--- src/rtl/alu_pkg.sv ---
// Shared definitions for the registered ALU: opcode encodings and the
// result codes returned by the comparison operations.
package alu_pkg;

   localparam int unsigned SEL_W = 4;

   localparam logic [SEL_W-1:0] ALU_ADD   = 4'b0000;
   localparam logic [SEL_W-1:0] ALU_SUB   = 4'b0001;
   localparam logic [SEL_W-1:0] ALU_MUL   = 4'b0010;
   localparam logic [SEL_W-1:0] ALU_DIV   = 4'b0011;
   localparam logic [SEL_W-1:0] ALU_AND   = 4'b0100;
   localparam logic [SEL_W-1:0] ALU_OR    = 4'b0101;
   localparam logic [SEL_W-1:0] ALU_NAND  = 4'b0110;
   localparam logic [SEL_W-1:0] ALU_NOR   = 4'b0111;
   localparam logic [SEL_W-1:0] ALU_NOP   = 4'b1000;
   localparam logic [SEL_W-1:0] ALU_EQ    = 4'b1001;
   localparam logic [SEL_W-1:0] ALU_GT    = 4'b1010;
   localparam logic [SEL_W-1:0] ALU_LT    = 4'b1011;
   localparam logic [SEL_W-1:0] ALU_SHR_A = 4'b1100;
   localparam logic [SEL_W-1:0] ALU_SHL_A = 4'b1101;
   localparam logic [SEL_W-1:0] ALU_SHR_B = 4'b1110;
   localparam logic [SEL_W-1:0] ALU_SHL_B = 4'b1111;

   localparam int unsigned CMP_EQ = 1;
   localparam int unsigned CMP_GT = 2;
   localparam int unsigned CMP_LT = 3;

endpackage

--- src/rtl/alu_core.sv ---
// Combinational result mux of the ALU. Operands are widened to the output
// width first so carries, borrows and left-shift overflow land in the upper byte.
module alu_core
   import alu_pkg::*;
#(
   parameter int DATA_WIDTH     = 8,
   parameter int SELECTION_LINE = 4
) (
   input  logic [DATA_WIDTH-1:0]     i_a,
   input  logic [DATA_WIDTH-1:0]     i_b,
   input  logic [SELECTION_LINE-1:0] i_fun,
   output logic [2*DATA_WIDTH-1:0]   o_result
);

   localparam int OW = 2 * DATA_WIDTH;

   logic [OW-1:0] w_a;
   logic [OW-1:0] w_b;
   logic [OW-1:0] w_zero_hi;

   assign w_a       = {{DATA_WIDTH{1'b0}}, i_a};
   assign w_b       = {{DATA_WIDTH{1'b0}}, i_b};
   assign w_zero_hi = '0;

   always_comb begin
      o_result = '0;
      case (i_fun)
         ALU_ADD:   o_result = w_a + w_b;
         ALU_SUB:   o_result = w_a - w_b;
         ALU_MUL:   o_result = w_a * w_b;
         // Division by zero is defined as 0 rather than left to the tools.
         ALU_DIV:   o_result = (i_b == '0) ? w_zero_hi : (w_a / w_b);
         ALU_AND:   o_result = {{DATA_WIDTH{1'b0}}, i_a & i_b};
         ALU_OR:    o_result = {{DATA_WIDTH{1'b0}}, i_a | i_b};
         ALU_NAND:  o_result = {{DATA_WIDTH{1'b0}}, ~(i_a & i_b)};
         ALU_NOR:   o_result = {{DATA_WIDTH{1'b0}}, ~(i_a | i_b)};
         ALU_NOP:   o_result = '0;
         ALU_EQ:    o_result = (i_a == i_b) ? OW'(CMP_EQ) : w_zero_hi;
         ALU_GT:    o_result = (i_a > i_b)  ? OW'(CMP_GT) : w_zero_hi;
         ALU_LT:    o_result = (i_a < i_b)  ? OW'(CMP_LT) : w_zero_hi;
         ALU_SHR_A: o_result = w_a >> 1;
         ALU_SHL_A: o_result = w_a << 1;
         ALU_SHR_B: o_result = w_b >> 1;
         ALU_SHL_B: o_result = w_b << 1;
         default:   o_result = '0;
      endcase
   end

endmodule

--- src/rtl/alu.sv ---
// Registered ALU: one-cycle latency result register plus a valid strobe that
// is high only for cycles whose result came from an enabled operation.
module alu
   import alu_pkg::*;
#(
   parameter int DATA_WIDTH     = 8,
   parameter int SELECTION_LINE = 4
) (
   input  logic                      CLK,
   input  logic                      RST,
   input  logic [DATA_WIDTH-1:0]     A,
   input  logic [DATA_WIDTH-1:0]     B,
   input  logic [SELECTION_LINE-1:0] ALU_FUN,
   input  logic                      Enable,
   output logic [2*DATA_WIDTH-1:0]   ALU_OUT,
   output logic                      OUT_Valid
);

   logic [2*DATA_WIDTH-1:0] w_result;
   logic [2*DATA_WIDTH-1:0] r_alu_out;
   logic                    r_out_valid;

   alu_core #(
      .DATA_WIDTH     (DATA_WIDTH),
      .SELECTION_LINE (SELECTION_LINE)
   ) u_core (
      .i_a      (A),
      .i_b      (B),
      .i_fun    (ALU_FUN),
      .o_result (w_result)
   );

   // A disabled cycle keeps the last result but drops the strobe.
   always_ff @(posedge CLK or negedge RST) begin
      if (!RST) begin
         r_alu_out   <= '0;
         r_out_valid <= 1'b0;
      end else begin
         r_out_valid <= Enable;
         if (Enable) begin
            r_alu_out <= w_result;
         end
      end
   end

   assign ALU_OUT   = r_alu_out;
   assign OUT_Valid = r_out_valid;

endmodule

--- config.mk ---
export PLATFORM = sky130hd
export DESIGN_NAME = alu
export DESIGN_NICKNAME = d
export VERILOG_FILES = /design/src/rtl/alu_pkg.sv /design/src/rtl/alu_core.sv /design/src/rtl/alu.sv
export SDC_FILE = /design/constraint.sdc
export NUM_CORES = 1
export LEC_CHECK = 0
export CAP_MARGIN = 10
export CORE_MARGIN = 5
export CORE_UTILIZATION = 60
export DETAILED_ROUTE_END_ITERATION = 7
export PLACE_DENSITY = 0.79
export RECOVER_POWER = 100
export SETUP_SLACK_MARGIN = 0.4
export SLEW_MARGIN = 30
export SYNTH_ARGS = -nofsm -noshare
export SYNTH_HDL_FRONTEND = slang
export SYNTH_SLANG_ARGS = --single-unit
--- constraint.sdc ---
create_clock -name CLK -period 1.8 [get_ports CLK]
set_input_delay 0.27 -clock CLK [delete_from_list [all_inputs] [get_ports CLK]]
set_output_delay 0.27 -clock CLK [all_outputs]
set_load 0.02 [all_outputs]
==> metrics.md, run 1 <==
| Metric | Value |
|---|---|
| Status | `stopped before the end` |
| Stopping stage | `4_1_cts` |
| Error | `[ERROR DPL-0033] detailed placement checks failed during check placement.` |
| Area contributors post-synth | `ha_1, fa_1, a21oi_1, nor2_1, dfrtp_1` |
| Synth Flop Type | `dfrtp_1` |
| Synth Register Bits | `17` |
| Hold bufs inserted after CTS | `0` |
| Top cell type by total area after synthesis | `ha_1` |
| CTS H-tree lvls | `1` |
| Placer Congestion | `1.03` |
| Starting Density | `60.8%` |
| Die X | `136 um` |
| Synth top area share | `21.3%` |
| Detailed placement HPWL | `33800 um` |
| CTS buffer count | `3` |
| Synth Area per Inst | `7.26 um2` |
| Async set or reset register ratio after synthesis | `100%` |
| Yosys warnings | `0` |
| Port bufs | `39` |
| Buffer depth of the longest clock path | `2` |
| # clock sinks | `17` |
| Io pins | `40` |
| Count of cell types in the netlist | `86` |
| Rows | `46` |
| Cells after Synth | `1321` |
| Clock Tree Root | `clkbuf_16` |
| Seq/Total Area, Yosys | `4.44%` |
| PostCTS Resize Cnt | `201` |
| Post-CTS Setup Repair Bufs | `138` |
| Die Span Y | `136 um` |
| Syn Std Cell Area | `9580 um2` |
| Number of flops mapped to enable cells by yosys | `0` |
## Yosys cell counts, types with 4 or more instances
| cell | n |
|---|---|
| ha_1 | 163 |
| nor2_1 | 142 |
| a21oi_1 | 113 |
| inv_1 | 110 |
| nand2_1 | 106 |
| o21ai_0 | 67 |
| nor3_1 | 53 |
| xnor2_1 | 47 |
| o21a_1 | 45 |
| clkbuf_1 | 39 |
| fa_1 | 38 |
| nand3_1 | 26 |
| xor2_1 | 26 |
| o31ai_1 | 20 |
| nand2b_1 | 19 |
| a21o_1 | 18 |
| a211oi_1 | 17 |
| dfrtp_1 | 17 |
| mux2_2 | 17 |
| o211ai_1 | 16 |
| nor2b_1 | 14 |
| o21bai_1 | 12 |
| or2_2 | 12 |
| nor4_1 | 11 |
| o22ai_1 | 11 |
| a31oi_1 | 10 |
| or3_1 | 10 |
| a221oi_1 | 9 |
| and2_1 | 9 |
| mux2i_1 | 9 |
| nand4_1 | 9 |
| o21ai_1 | 8 |
| a21boi_0 | 6 |
| and3_1 | 5 |
| o31a_1 | 5 |
| and4_1 | 4 |
| buf_2 | 4 |
| nor4b_1 | 4 |
| o2111ai_1 | 4 |
## cells by family after synthesis
group / count (synthesis) / share of synthesized area, %
xor+xnor: 73 / 6.67
buf+inv: 156 / 6.32
simple gates: 438 / 21.9
mux: 27 / 3.17
flops: 17 / 4.44
fa+ha+maj: 202 / 29.3
other cells: 1 / 0.0391
compound gates: 407 / 28.2
## through the flow
step / cells / utilization (%) / setup WS, ns / area [um2]
floorplan: 1328 / - / -23.88 / 10100
detailed placement: 1998 / 88.5 / -24.96 / 14000
global placement: 1998 / 88.5 / -22.86 / 14000
==> inputs of run 2 (changes only) <==
- CORE_UTILIZATION: 60 -> 40
- PLACE_DENSITY: 0.79 -> not set
- PLACE_DENSITY_LB_ADDON: not set -> 0.15
- SETUP_SLACK_MARGIN: 0.4 -> not set
==> metrics.md, run 2 <==
| Metric | Value |
|---|---|
| Synth Register Bits | `17 (unchanged)` |
| Area contributors post-synth | `ha_1, fa_1, a21oi_1, nor2_1, dfrtp_1 (unchanged)` |
| Clock Skew | `0 ns` |
| DRC Markers | `0` |
| Tmin final | `25.00 ns` |
| Maxcap violations | `0` |
| Top cells by instance count after synthesis | `ha_1, nor2_1, a21oi_1 (unchanged)` |
| R2r setup slk | `-0.01 ns` |
| CTS tree | `yes` |
| Final core occ | `68.8%` |
| Clock Tree Root | `clkbuf_16 (unchanged)` |
| GRT Total Usage | `27.9%` |
| Syn Std Cell Area | `9580 um2 (unchanged)` |
| Status | `finished, violations left (was stopped before the end)` |
| Cell Area, Placed | `14300 um2 (was 14000 um2)` |
| CP Data Arrival Time | `25.14 ns` |
| Seq/Total Area, Yosys | `4.44% (unchanged)` |
| Top cell type by total area after synthesis | `ha_1 (unchanged)` |
| Unrepaired setup endpoints after global routing | `yes` |
| Nets | `2167` |
| First-pass GRT wire length | `61400 um` |
| Synth Area per Inst | `7.26 um2 (unchanged)` |
| Diodes inserted | `0` |
| Final WL | `39700 um` |
| Worst path most repeated cell | `buf_4` |
| Type of the tightest min-delay check | `reg -> reg` |
| Most frequent cells in the layout | `buf_4, ha_1, nor2_1` |
| Post-route ant nets | `0` |
| Die X | `165 um (was 136 um)` |
| Initial DRC Count | `907` |
| Clk Latency, worst-skew pair | `0.27 ns` |
| Routed len/inst | `17.6 um` |
| Setup TNS | `-165.60 ns` |
| Count leader, synth | `ha_1 (unchanged)` |
| Port bufs | `39 (unchanged)` |
| Max Fclk | `0.0400 GHz` |
| Fraction of layout cells with a size suffix above 1 | `42.6%` |
| Layout area overhead | `69.1%` |
| Slew @ Worst Pin | `0.791 ns` |
| Buffer depth of the longest clock path | `2 (unchanged)` |
| Critical-path top delay cell | `or4_4` |
| Rows | `56 (was 46)` |
| Rel. slew slack | `46.8%` |
| Fin. max-slew vios | `0` |
| Detailed placement HPWL | `28900 um (was 33800 um)` |
| Max reg flops | `16` |
| CTS H-tree lvls | `1 (unchanged)` |
| Vias in the first global route | `12452` |
| Synth top area share | `21.3% (unchanged)` |
| Starting Density | `40.7% (was 60.8%)` |
| Die Span Y | `165 um (was 136 um)` |
| Finished layout cell area | `16200 um2` |
| Crit path max fanout | `7` |
| Io pins | `40 (unchanged)` |
| Critical Path RT | `1.95 ns` |
| Cells after Synth | `1321 (unchanged)` |
| Vias per cell | `5.49` |
| Crit Path Category | `in -> reg` |
| Hold bufs inserted after CTS | `0 (unchanged)` |
| Core ar. | `23500 um2` |
| Via Count | `12402` |
| Setup violators final | `16` |
| Initial antenna violation count | `0` |
| Placer Congestion | `0.964 (was 1.03)` |
| GR Overflow Total | `0` |
| Worst Setup End Kind | `register` |
| CTS buffer count | `3 (unchanged)` |
| Crit-path max cell delay | `0.55 ns` |
| Die area | `27200 um2` |
| Async set or reset register ratio after synthesis | `100% (unchanged)` |
| Number of flops mapped to enable cells by yosys | `0 (unchanged)` |
| Commonest non-fill, non-tap cell in the layout | `buf_4` |
| Yosys warnings | `0 (unchanged)` |
| Worst Slack Setup Final | `-23.20 ns` |
| Setup crit start kind | `primary input` |
| # clock sinks | `17 (unchanged)` |
| Count of cell types in the netlist | `86 (unchanged)` |
| TritonRoute pass-1 iters | `5` |
| Synth Flop Type | `dfrtp_1 (unchanged)` |
| Final Hold Viols | `0` |
| Failing checks | `setup timing` |
| Clock transition at path regs | `0.07 ns` |
| Period utilization | `1390%` |
| Largest net degree at the start of global routing | `24` |
run 2: cell counts after synthesis:
No cell type changed its count.
run 2: area by class of cell:
class	count	area, um2
Clock buffer	3	75.1
Clock inverter	1	7.51
Fill cell	1937	7340
Inverter	110	420
Multi-Input combinational cell	1155	9720
Sequential cell	17	425
Tap cell	319	399
Timing Repair Buffer	656	5150
run 2: worst paths after layout:
kind | cells after the start | to | start
hold / removal | 1 | ALU_OUT[5] | ALU_OUT[5]
hold reg to reg | 1 | ALU_OUT[5] | ALU_OUT[5]
max in group asynchronous | 2 | ALU_OUT[3] | RST
setup / recovery | 152 | ALU_OUT[0] | B[7]
setup reg to reg | 7 | ALU_OUT[0] | ALU_OUT[0]
min in group asynchronous | 2 | OUT_Valid | RST
run 2: metal layers:
layer  vias to the layer above  routed length, um  track usage [%]
li1                       6025                  -                -
met5                         -                  0                0
met4                         0               1560             9.26
met1                      5868              17100             35.8
met3                       113               1930             1.85
met2                       396              19200             49.6
run 2: worst max-delay path: cells and delay by family:
family | cells | cell delay (ns)
AOI/OAI and AO/OA | 48 | 7.93
adders and majority gates | 12 | 3.08
muxes | 5 | 1.44
buffers and inverters | 52 | 6.69
and+or+nand+nor | 35 | 5.67
run 2: repair_timing:
action,4_1_cts,5_1_grt
endpoints found under the setup margin,16,16
pin swaps,83,91
resized for setup,114,77
buffers inserted,85,46
run 2: kinds of logic (layout without fill, tap and decap cells):
family	after synthesis	after routing	share of synthesized area, %
AO/OA/AOI/OAI	407	407	28.2
multiplexers	27	27	3.17
AND/OR/NAND/NOR	438	438	21.9
adder cells (fa/ha/maj)	202	202	29.3
buffers and inverters	156	770	6.32
XOR/XNOR	73	73	6.67
flip-flops	17	17	4.44
other	1	8	0.0391
run 2: metrics by stage:
| step | hold WS [ns] | std cells | worst slack, ns |
|---|---|---|---|
| floorplan | -0.0256 | 1328 | -23.88 |
| global placement | 0.468 | 2129 | -23.15 |
| detailed placement | 0.474 | 2129 | -23.95 |
| CTS | 0.328 | 2217 | -22.98 |
| global route | 0.493 | 2261 | -24.52 |
| finish | 0.480 | 2261 | -23.20 |
Power of run 2 is left out: the tool's default activity adds up to more than one toggle a clock period on the data nets, which glitch-free logic cannot reach.
